### src/rtl/seg7_pkg.sv
// seg7_pkg: shared segment table, idle pin constants and scan state type
package seg7_pkg;

    localparam logic [0:6] SEG_OFF = 7'b1111111;
    localparam logic [3:0] AN_OFF  = 4'b1111;

    localparam logic [0:6] HEX_SEG [16] = '{
        7'b0000001, 7'b1001111, 7'b0010010, 7'b0000110,
        7'b1001100, 7'b0100100, 7'b0100000, 7'b0001111,
        7'b0000000, 7'b0000100, 7'b0001000, 7'b1100000,
        7'b0110001, 7'b1000010, 7'b0110000, 7'b1111111
    };

    typedef enum logic {S_ON, S_DEAD} state_t;

endpackage

### src/rtl/seg7_hex_decode.sv
// seg7_hex_decode: nibble to active-low segments; F decodes to dark
module seg7_hex_decode
    import seg7_pkg::*;
(
    input  logic [3:0] nib,
    output logic [0:6] seg
);

    assign seg = HEX_SEG[nib];

endmodule

### src/rtl/seg7_scan_driver.sv
// seg7_scan_driver: 4-digit multiplexed 7-seg driver with frame-aligned load and blanking
module seg7_scan_driver
    import seg7_pkg::*;
#(
    parameter int PRESCALE     = 100000,
    parameter int BLANK_CYCLES = 1000
) (
    input  logic        clk,
    input  logic        rst_n,
    input  logic        load_valid,
    input  logic [15:0] load_data,
    output logic        load_ready,
    input  logic        lzb_en,
    input  logic [3:0]  blank_mask,
    output logic [0:6]  seg,
    output logic [3:0]  an,
    output logic        frame_done
);

    localparam logic [19:0] ON_LAST   = 20'(PRESCALE - BLANK_CYCLES - 1);
    localparam logic [19:0] DEAD_LAST = 20'(BLANK_CYCLES - 1);

    state_t      state, state_nx;
    logic [19:0] cnt, cnt_nx;
    logic [1:0]  digit, digit_nx;
    logic [15:0] disp, pend;
    logic        pend_full;
    logic [3:0]  nib, lz;
    logic [0:6]  dec;
    logic        dark;

    assign frame_done = state == S_DEAD && cnt == DEAD_LAST && digit == 2'd3;
    assign load_ready = !pend_full;
    assign nib        = disp[{digit, 2'b00} +: 4];
    assign lz[3]      = disp[15:12] == 4'h0;
    assign lz[2]      = lz[3] && disp[11:8] == 4'h0;
    assign lz[1]      = lz[2] && disp[7:4] == 4'h0;
    assign lz[0]      = 1'b0;
    assign dark       = blank_mask[digit] || nib == 4'hF || (lzb_en && lz[digit]);

    seg7_hex_decode u_dec (.nib(nib), .seg(dec));

    // slot sequencing: ON for PRESCALE-BLANK_CYCLES cycles, then dead time, then next digit
    always_comb begin
        state_nx = state;
        cnt_nx   = cnt + 20'd1;
        digit_nx = digit;
        if (state == S_ON && cnt == ON_LAST) begin
            state_nx = S_DEAD;
            cnt_nx   = '0;
        end else if (state == S_DEAD && cnt == DEAD_LAST) begin
            state_nx = S_ON;
            cnt_nx   = '0;
            digit_nx = digit + 2'd1;
        end
    end

    // scan state register
    always_ff @(posedge clk) begin
        if (!rst_n) begin
            state <= S_ON;
            cnt   <= '0;
            digit <= '0;
        end else begin
            state <= state_nx;
            cnt   <= cnt_nx;
            digit <= digit_nx;
        end
    end

    // pending word handshake; commit to display only at the frame boundary
    always_ff @(posedge clk) begin
        if (!rst_n) begin
            disp      <= '0;
            pend      <= '0;
            pend_full <= 1'b0;
        end else if (frame_done && pend_full) begin
            disp      <= pend;
            pend_full <= 1'b0;
        end else if (load_valid && !pend_full) begin
            pend      <= load_data;
            pend_full <= 1'b1;
        end
    end

    // registered pins: lit digit during ON, everything dark during dead time
    always_ff @(posedge clk) begin
        if (!rst_n) begin
            an  <= AN_OFF;
            seg <= SEG_OFF;
        end else begin
            an  <= state == S_ON ? ~(4'b0001 << digit) : AN_OFF;
            seg <= (state == S_ON && !dark) ? dec : SEG_OFF;
        end
    end

endmodule

### config.mk
export PLATFORM = sky130hd
export DESIGN_NAME = seg7_scan_driver
export DESIGN_NICKNAME = d
export VERILOG_FILES = /design/src/rtl/seg7_pkg.sv /design/src/rtl/seg7_hex_decode.sv /design/src/rtl/seg7_scan_driver.sv
export SDC_FILE = /design/constraint.sdc
export NUM_CORES = 1
export LEC_CHECK = 0
export BUFFER_PORTS_ARGS = -buffer_cell sky130_fd_sc_hd__buf_4
export CORE_ASPECT_RATIO = 0.9
export CORE_MARGIN = 2
export CORE_UTILIZATION = 55
export DETAILED_ROUTE_END_ITERATION = 6
export PLACE_DENSITY_LB_ADDON = 0.25
export SLEW_MARGIN = 20
export SYNTH_ARGS = -nofsm -noshare
export SYNTH_HDL_FRONTEND = slang
export SYNTH_SLANG_ARGS = --single-unit
### constraint.sdc
create_clock -name clk -period 2.4 [get_ports clk]
set_input_delay 0.36 -clock clk [delete_from_list [all_inputs] [get_ports clk]]
set_output_delay 0.36 -clock clk [all_outputs]
set_load 0.01 [all_outputs]
==> impl_metrics.ini, run 1 <==
[outcome]
run_status = finished, final reports clean

[global_route]
first_global_vias = 2623
number_of_antenna_violations_at_the_first_check_in_global_routing = 0
grt_max_degree = 36
grt_overflow = 0
globalRouteTotalUtil = 0.239
grt_first_pass_wirelength_um = 12300

[logic_synthesis]
asyncSetResetFlopFracSynth = 0
netlist.top_cell.by_area = sky130_fd_sc_hd__dfxtp_1
yosys_register_bits = 67
post_synth_num_cell_types = 51
count_of_synthesis_stage_warnings_from_yosys = 0
yosys-top-cells-count = sky130_fd_sc_hd__dfxtp_1, sky130_fd_sc_hd__nand2_1, sky130_fd_sc_hd__a21oi_1, sky130_fd_sc_hd__o21ai_0
post_synth.cell_area_avg_sq_um = 8.66
netlist.area_leader.share = 0.423
synth_edf_count = 0
synth.area.top_cells = sky130_fd_sc_hd__dfxtp_1, sky130_fd_sc_hd__a21oi_1, sky130_fd_sc_hd__nand2_1
synth.most_common_cell = sky130_fd_sc_hd__dfxtp_1
synthesis.instances = 366
mappedNetlistArea_sq_mm = 0.00317
postSynth.topFlopCell = sky130_fd_sc_hd__dfxtp_1
synth_nets = 401
synth.yosys.seq_area_share = 0.423

[layout]
diodes = 0
finish.instance_area_sq_mm = 0.00370
num-nets-final = 436
synth_to_final_area_change_pct = 16.7
drive_gt1_frac = 0.204
num-fill-cells = 484
fin_util = 0.657
layout.cells.non_filler = 476

[critical_path]
crit_start = cnt[4]$_SDFF_PP0_
critical_path_peak_fanout = 6
start_kind = flip-flop
worst_path_required_time_ns = 2.04
ff2ff_setup_slack_ns = 0.33
cp-endpoint = frame_done
reg2reg_to = seg[0]$_SDFF_PN1_
critPathKind = flip-flop to output port
cp_data_arrival_time_ns = 1.75
reg2reg_start = digit[0]$_SDFFE_PN0P_
reg2regPathDepth = 5
endpoint_kind_of_the_worst_setup_timing_path = output port

[routing]
drt_iter0_drc = 248
post_drt_wl_per_cell_um = 14.8
drc = 0
length_of_the_first_detailed_routing_pass_in_iterations = 5
dr_total_vias = 2742
viasPerCell = 5.76
ant_nets = 0
finalWirelength_um = 7030

[clocking]
cts_hold_repair.buffers = 0
cts.repair_timing.setup_buffer_count = 0
cts_buffers = 9
post_cts.resized_instances = 0
clk_pin_slew_worst_paths_ns = 0.08
insertion_delay_ns = 0.35
h-tree-depth = 3
cts_tree = done
cell_at_the_root_of_the_clock_tree = sky130_fd_sc_hd__clkbuf_8
numClockSinks = 67
largest_buffer_count_on_any_clock_path = 2

[die]
chipWidth_um = 84.0
floorplan.initialDensity = 0.563
boundaryPins = 37
dieHeight_um = 76.0
placeableCoreArea_sq_mm = 0.00563
design.die.area_sq_mm = 0.00639
core.rowCount = 26

[power]
power.switching_fraction = 0.246
power.net_switching_mw = 0.530
share_clk_of_total_power = 0.412
report.power.total_mw = 2.16
irDropWorstVdd_mv = 0.387
power.static_leakage_nw = 1.27
power_frac_seq = 0.536
power_report.internal_total_mw = 1.63
power.density_mw_per_mm2 = 583
combPwrFrac = 0.052

[flow_run]
maxCapViolCount = 0

[placement]
portBuffers = 36
dp_slack_ns = 0.343
dp_hpwl_um = 4830
postPlaceCellArea_sq_mm = 0.00350
placed_cells = 460
globalplace.congestion = 0.921

[sta]
totalNegativeSetupSlack_ns = 0
report.final.slew_viol_count = 0
fin_hold_ws_ns = 0.250
post-route-period-util = 0.878
fin_ws_ns = 0.292
achievable-frequency_mhz = 474
clock-skew-final_ns = 0.00740
relSlewSlack = 0.575
final-setup-viol-count = 0
final_hold_violation_count = 0
unrepaired_setup_endpoints_after_global_routing = false
timing.final.crit_period_ns = 2.11
worst_slew_pin_slew_ns = 0.637

[worst_hold_path]
timing.hold.worst.class = input pin to flip-flop
[kinds of logic (layout without fill, tap and decap cells)]
family / count (synthesis) / count (layout) / share of synthesized area
AND/OR/NAND/NOR: 141 / 141 / 0.240
multiplexers: 9 / 9 / 0.0493
flip-flops: 67 / 67 / 0.423
AO/OA/AOI/OAI: 90 / 90 / 0.165
buffers and inverters: 37 / 77 / 0.0486
XOR/XNOR: 11 / 11 / 0.0304
adder cells (fa/ha/maj): 11 / 11 / 0.0434
[critical path: stages (launching register included)]
cell and delay (ns):
sky130_fd_sc_hd__dfxtp_1 0.38, sky130_fd_sc_hd__nor4b_2 0.46, sky130_fd_sc_hd__nand2_1 0.22, sky130_fd_sc_hd__nor3_1 0.18
sky130_fd_sc_hd__buf_4 0.15
[power groups by stage]
stage / clock [mW] / combinational, mW / sequential (mW)
after floorplan: 0 / 0.0565 / 1.18
after global placement: 0 / 0.110 / 1.18
after detailed placement: 0 / 0.113 / 1.18
after CTS: 0.893 / 0.114 / 1.15
after global routing: 0.951 / 0.127 / 1.16
final: 0.888 / 0.113 / 1.16
[state kept, by name, summed over array words and instances (netlist names)]
signal / count
digit: 2
pend_full: 1
cnt: 20
disp: 16
pend: 16
an: 4
state: 1
seg: 7
[worst min path at each step]
stage	from	to	slack [ns]	depth (start not counted)
3_3_place_gp	pend[7]$_SDFFE_PN0P_	pend[7]$_SDFFE_PN0P_	0.44	2
2_1_floorplan	pend[0]$_SDFFE_PN0P_	pend[0]$_SDFFE_PN0P_	0.44	2
4_1_cts	load_data[5]	pend[5]$_SDFFE_PN0P_	0.24	3
3_5_place_dp	pend[4]$_SDFFE_PN0P_	pend[4]$_SDFFE_PN0P_	0.45	2
6_report	load_data[8]	pend[8]$_SDFFE_PN0P_	0.25	3
5_1_grt	load_data[15]	pend[15]$_SDFFE_PN0P_	0.24	3
[placed cells by master, fill, tap and decap left out, drive strengths merged, types with 6 or more instances in the layout]
master / instances
nand3: 25
nor2b: 6
clkbuf: 11
dfxtp: 67
o21ai: 29
buf: 45
inv: 16
xnor2: 9
nand2: 45
ha: 11
nor3: 23
a21oi: 38
a211oi: 7
or4: 7
[layout make-up]
type / instances / area (sq um) / area share
multi-input cells: 262 / 1680 / 0.455
flip-flops and latches: 67 / 1340 / 0.363
repair buffers: 45 / 338 / 0.0913
clock buffers: 11 / 151 / 0.0409
well taps: 70 / 87.6 / 0.0237
inverters: 16 / 60.1 / 0.0162
clock inverters: 5 / 37.5 / 0.0101
[layer usage]
metal | global-route usage | wire [um]
met5 | 0 | 0
met2 | 0.342 | 2940
met4 | 0.115 | 192
met3 | 0.0520 | 425
met1 | 0.343 | 3470
No activity file was read; power rests on OpenSTA's default activity.
==> inputs of run 2 (changes only) <==
Settings changed: CORE_UTILIZATION 55 to 52.
Clock period 2.4 ns to 1.9 ns, I/O delays scaled along.
==> run 2 against run 1 <==
Effect of this change: clock-buffer cell count did not move; combinational power rose by 39%; core utilization rose by 3.6 points; non-clock buffer count rose by 23; worst hold slack got worse by 0.085 ns; the flow now finishes with violations (setup timing); worst setup slack got worse by 0.31 ns; clock power rose by 32%; power rose by 29%; sequential share of layout area fell by 2.6 points.
==> impl_metrics.ini, run 2 (synthesis gave the netlist of run 1 again) <==
[layout]
diodes = 0
flip_flop_count_of_the_largest_register_after_layout = 20
fin_util = 0.693
registers.top_by_ff_count = cnt
layout.cells.non_filler = 499
drive_gt1_frac = 0.291
regArea_sq_mm = 0.00135
final_cell_mix = sky130_fd_sc_hd__buf_4, sky130_fd_sc_hd__dfxtp_1, sky130_fd_sc_hd__nand2_1, sky130_fd_sc_hd__a21oi_1, sky130_fd_sc_hd__o21ai_0
synth_to_final_area_change_pct = 26.7
num-nets-final = 459
num-fill-cells = 492
layout_commonest_cell = sky130_fd_sc_hd__buf_4
multiInputGateArea_sq_mm = 0.00177
reg_top3 = cnt: 20 flops, disp: 16 flops, pend: 16 flops

[global_route]
grt_overflow = 0
first_global_vias = 2629
number_of_antenna_violations_at_the_first_check_in_global_routing = 0
grt_max_degree = 29
globalRouteTotalUtil = 0.238
grt_first_pass_wirelength_um = 12600

[power]
power.density_mw_per_mm2 = 693
power.static_leakage_nw = 1.41
report.power.total_mw = 2.78
irDropWorstVdd_mv = 0.535

[critical_path]
start_kind = flip-flop
reg2reg_to = digit[0]$_SDFFE_PN0P_
critical_path_peak_fanout = 2
endpoint_kind_of_the_worst_setup_timing_path = output port
ff2ff_setup_slack_ns = 0.09
cp_cell_sequence = buf_6 > nor4bb_4 > nand4b_1 > nor3_2 > buf_4
reg2reg_start = cnt[7]$_SDFF_PP0_
crit_slowest_cell = sky130_fd_sc_hd__dfxtp_2
reg2regPathDepth = 7
timing.critical_path.slowest_cell_delay_ns = 0.35
cp_data_arrival_time_ns = 1.63
critPathKind = flip-flop to output port
worst_path_required_time_ns = 1.62

[die]
placeableCoreArea_sq_mm = 0.00579
floorplan.initialDensity = 0.547
chipWidth_um = 86.3
dieHeight_um = 78.1
boundaryPins = 37
core.rowCount = 26
design.die.area_sq_mm = 0.00674

[routing]
drc = 0
drt_iter0_drc = 217
length_of_the_first_detailed_routing_pass_in_iterations = 4
dr_total_vias = 2850
ant_nets = 0
viasPerCell = 5.71
finalWirelength_um = 7410
post_drt_wl_per_cell_um = 14.8

[placement]
dp_slack_ns = 0.0205
placed_cells = 479
dp_hpwl_um = 5030
portBuffers = 36
globalplace.congestion = 0.840

[worst_hold_path]
timing.hold.worst.class = input pin to flip-flop
min_delay_path_depth = 3
hold_path.startpoint = load_data[13]
min_to = pend[13]$_SDFFE_PN0P_

[sta]
timing.final.crit_period_ns = 1.92
final_hold_violation_count = 0
post-route-period-util = 1.01
fin_hold_ws_ns = 0.164
fin_ws_ns = -0.0165
relSlewSlack = 0.619
report.final.slew_viol_count = 0
clock-skew-final_ns = 0.0105
worst_slew_pin_slew_ns = 0.569
unrepaired_setup_endpoints_after_global_routing = true
final-setup-viol-count = 1
achievable-frequency_mhz = 522

[clocking]
insertion_delay_ns = 0.36
clk_pin_slew_worst_paths_ns = 0.08
cell_at_the_root_of_the_clock_tree = sky130_fd_sc_hd__clkbuf_8
cts_hold_repair.buffers = 0
h-tree-depth = 3
largest_buffer_count_on_any_clock_path = 2
cts_tree = done
numClockSinks = 67
cts_buffers = 9

[outcome]
violations = setup timing
run_status = complete, but fails checks

[flow_run]
maxCapViolCount = 0
==> run 2: changes by cell type in the layout (fill, tap and decap cells not counted), sizes merged <==
cell / previous run / this run
buf: 45 / 68
inv: 16 / 19
clkinvlp: 2 / 0
clkinv: 3 / 2
==> run 2: worst max path at each step <==
stage                                from            endpoint  slack (ns)
floorplan           digit[0]$_SDFFE_PN0P_   seg[4]$_SDFF_PN1_      -0.007
global placement        cnt[1]$_SDFF_PP0_  cnt[18]$_SDFF_PP0_        0.10
detailed placement      cnt[1]$_SDFF_PP0_  cnt[14]$_SDFF_PP0_        0.02
CTS                     cnt[7]$_SDFF_PP0_          frame_done       -0.02
global route            cnt[7]$_SDFF_PP0_          frame_done       -0.09
finish                  cnt[7]$_SDFF_PP0_          frame_done       -0.02
==> run 2: critical path, delay by kind of cell (launching register included) <==
| family | cells | cell delay (ns) |
|---|---|---|
| AND/OR/NAND/NOR | 3 | 0.70 |
| flip-flops | 1 | 0.35 |
| buffers and inverters | 2 | 0.23 |
==> run 2: area by class of cell <==
type	instances	share of cell area
Clock buffer	11	0.0377
Clock inverter	5	0.0109
Inverter	16	0.0150
Multi-Input combinational cell	262	0.441
Sequential cell	67	0.337
Tap cell	70	0.0218
Timing Repair Buffer	68	0.137
==> run 2: routing by layer <==
| layer | GRT usage | up-vias | part of all wire |
|---|---|---|---|
| li1 | - | 1437 | - |
| met1 | 0.344 | 1301 | 0.48 |
| met2 | 0.333 | 103 | 0.43 |
| met3 | 0.0831 | 9 | 0.076 |
| met4 | 0.0750 | 0 | 0.012 |
| met5 | 0 | - | 0 |
==> run 2: what timing repair did <==
item	in CTS	in global routing
setup endpoints to repair	2	25
endpoints found under the hold margin	0	0
buffers inserted	3	2
gates cloned	0	0
pin swaps	3	2
gates resized for setup	8	14
==> run 2: power breakdown <==
part,switching (mW),internal (mW)
clock network,0.606,0.563
registers,0.0215,1.44
logic,0.0767,0.0802
==> run 2: metrics by stage <==
stage               cell area (sq um)  setup TNS, ns
finish                           4020        -0.0165
CTS                              3950        -0.0177
floorplan                        3210        -0.0126
global placement                 3710              0
detailed placement               3710              0
global route                     4020         -0.117
==> inputs of run 3 (changes only) <==
Settings changed: CORE_UTILIZATION 52 to 58, REMOVE_ABC_BUFFERS set to 1.
Clock period 1.9 ns to 2.06 ns, I/O delays scaled along.
==> run 3 against run 2 <==
Effect of this change: the flow now finishes without violations; core utilization grew 3.5 points; wire length is 1.4% higher; final area decreased by 4.6%; global-route usage is 2.5 points higher; clock-buffer cell count did not move; clock power down 5%; non-clock buffer count decreased by 12; die area fell by 9.9%; final cell count shrank 3.0%; clock skew down 0.0030 ns; first-iteration DRC count is 15% lower; combinational power shrank 12%.
==> impl_metrics.ini, run 3 (synthesis gave the netlist of run 1 again) <==
[placement]
dp_hpwl_um = 4850
placed_cells = 465
dp_slack_ns = -0.0670
globalplace.congestion = 0.912
portBuffers = 36

[routing]
finalWirelength_um = 7520
drt_iter0_drc = 184
length_of_the_first_detailed_routing_pass_in_iterations = 5
post_drt_wl_per_cell_um = 15.5
dr_total_vias = 2877
viasPerCell = 5.94
ant_nets = 0
drc = 0

[global_route]
first_global_vias = 2622
globalRouteTotalUtil = 0.263
met1_demand_to_capacity_share_in_global_routing = 0.361
globalRouteMet3Util = 0.0813
number_of_antenna_violations_at_the_first_check_in_global_routing = 0
grt_first_pass_wirelength_um = 12200
grt_busiest_layer = met2
grt_overflow = 0
grt_max_degree = 55
grt_util_met2 = 0.395

[critical_path]
ff2ff_setup_slack_ns = 0.09
worst_path_required_time_ns = 1.75
cp_data_arrival_time_ns = 1.67
start_kind = flip-flop
critPathKind = flip-flop to output port
endpoint_kind_of_the_worst_setup_timing_path = output port
reg2regPathDepth = 4
critical_path_peak_fanout = 6
reg2reg_start = cnt[7]$_SDFF_PP0_
reg2reg_to = cnt[19]$_SDFF_PP0_

[power]
power.static_leakage_nw = 1.34
irDropWorstVdd_mv = 0.571
power.density_mw_per_mm2 = 678

[layout]
reg_top3 = cnt: 20 flops, disp: 16 flops, pend: 16 flops
layout.cells.non_filler = 484
diodes = 0
regArea_sq_mm = 0.00135
layout_commonest_cell = sky130_fd_sc_hd__dfxtp_1
final_cell_mix = sky130_fd_sc_hd__dfxtp_1, sky130_fd_sc_hd__buf_4, sky130_fd_sc_hd__nand2_1, sky130_fd_sc_hd__a21oi_1, sky130_fd_sc_hd__o21ai_0
synth_to_final_area_change_pct = 20.8
registers.top_by_ff_count = cnt
num-nets-final = 447
flip_flop_count_of_the_largest_register_after_layout = 20
fin_util = 0.729
multiInputGateArea_sq_mm = 0.00170
drive_gt1_frac = 0.237
num-fill-cells = 397

[outcome]
run_status = finished, final reports clean

[sta]
report.final.slew_viol_count = 0
fin_hold_ws_ns = 0.201
clock-skew-final_ns = 0.00745
final-setup-viol-count = 0
relSlewSlack = 0.568
worst_slew_pin_slew_ns = 0.644
post-route-period-util = 0.961
final_hold_violation_count = 0
fin_ws_ns = 0.0807
achievable-frequency_mhz = 505
timing.final.crit_period_ns = 1.98

[clocking]
cts_hold_repair.buffers = 0
cts_tree = done
clk_pin_slew_worst_paths_ns = 0.08
insertion_delay_ns = 0.35
largest_buffer_count_on_any_clock_path = 2
cell_at_the_root_of_the_clock_tree = sky130_fd_sc_hd__clkbuf_8
numClockSinks = 67
h-tree-depth = 3
cts_buffers = 9

[die]
core.rowCount = 25
floorplan.initialDensity = 0.603
dieHeight_um = 74.1
chipWidth_um = 81.9
design.die.area_sq_mm = 0.00607
placeableCoreArea_sq_mm = 0.00526
boundaryPins = 37

[worst_hold_path]
timing.hold.worst.class = input pin to flip-flop
hold_path.startpoint = load_data[4]
min_to = pend[4]$_SDFFE_PN0P_
min_delay_path_depth = 3

[flow_run]
maxCapViolCount = 0
[run 3: cell types whose count changed in the layout (fill, tap and decap cells not counted), sizes merged]
cell	previous run	this run
bufinv	0	1
buf	68	56
clkinv	2	3
inv	19	17
[run 3: worst max-delay path by stage]
stage	start	endpoint	slack, ns	depth (start not counted)
5_1_grt	cnt[16]$_SDFF_PP0_	frame_done	-0.03	5
2_1_floorplan	cnt[4]$_SDFF_PP0_	cnt[10]$_SDFF_PP0_	-0.14	4
6_report	cnt[16]$_SDFF_PP0_	frame_done	0.08	5
3_3_place_gp	digit[0]$_SDFFE_PN0P_	seg[1]$_SDFF_PN1_	0.02	5
4_1_cts	digit[0]$_SDFFE_PN0P_	seg[4]$_SDFF_PN1_	0.004	5
3_5_place_dp	digit[0]$_SDFFE_PN0P_	seg[2]$_SDFF_PN1_	-0.07	5
[run 3: area by class of cell]
class	count	area share
multi-input combinational	262	0.444
sequential	67	0.352
timing repair buffer	56	0.113
clock buffer	11	0.0369
tap	67	0.0219
clock inverter	5	0.0160
inverter	16	0.0157
[run 3: timing repair]
item	4_1_cts	5_1_grt
buffers inserted	1	2
gates resized for setup	2	6
pin swaps	0	1
setup endpoints to repair	7	23
[run 3: routing by layer]
metal	routed length [um]	part of all wire
met5	0	0
met1	3470	0.46
met2	3460	0.46
met4	117	0.016
met3	465	0.062
[run 3: through the flow]
stage               power (mW)  instance area (sq um)  setup TNS, ns
global route              2.67                   3830        -0.0266
global placement          1.51                   3570              0
detailed placement        1.51                   3570         -0.286
CTS                       2.60                   3790              0
floorplan                 1.43                   3080          -2.59
finish                    2.59                   3830              0
[run 3: where the power goes]
group | internal, mW | switching, mW | total [mW]
logic | 0.0678 | 0.0698 | 0.138
clock network | 0.599 | 0.514 | 1.11
registers | 1.33 | 0.0189 | 1.34
[run 3: critical path, stage by stage (launching register included)]
cell	delay [ns]
sky130_fd_sc_hd__dfxtp_1	0.37
sky130_fd_sc_hd__nor4b_2	0.32
sky130_fd_sc_hd__buf_4	0.19
sky130_fd_sc_hd__nand2_1	0.15
sky130_fd_sc_hd__nor3_2	0.15
sky130_fd_sc_hd__buf_4	0.14
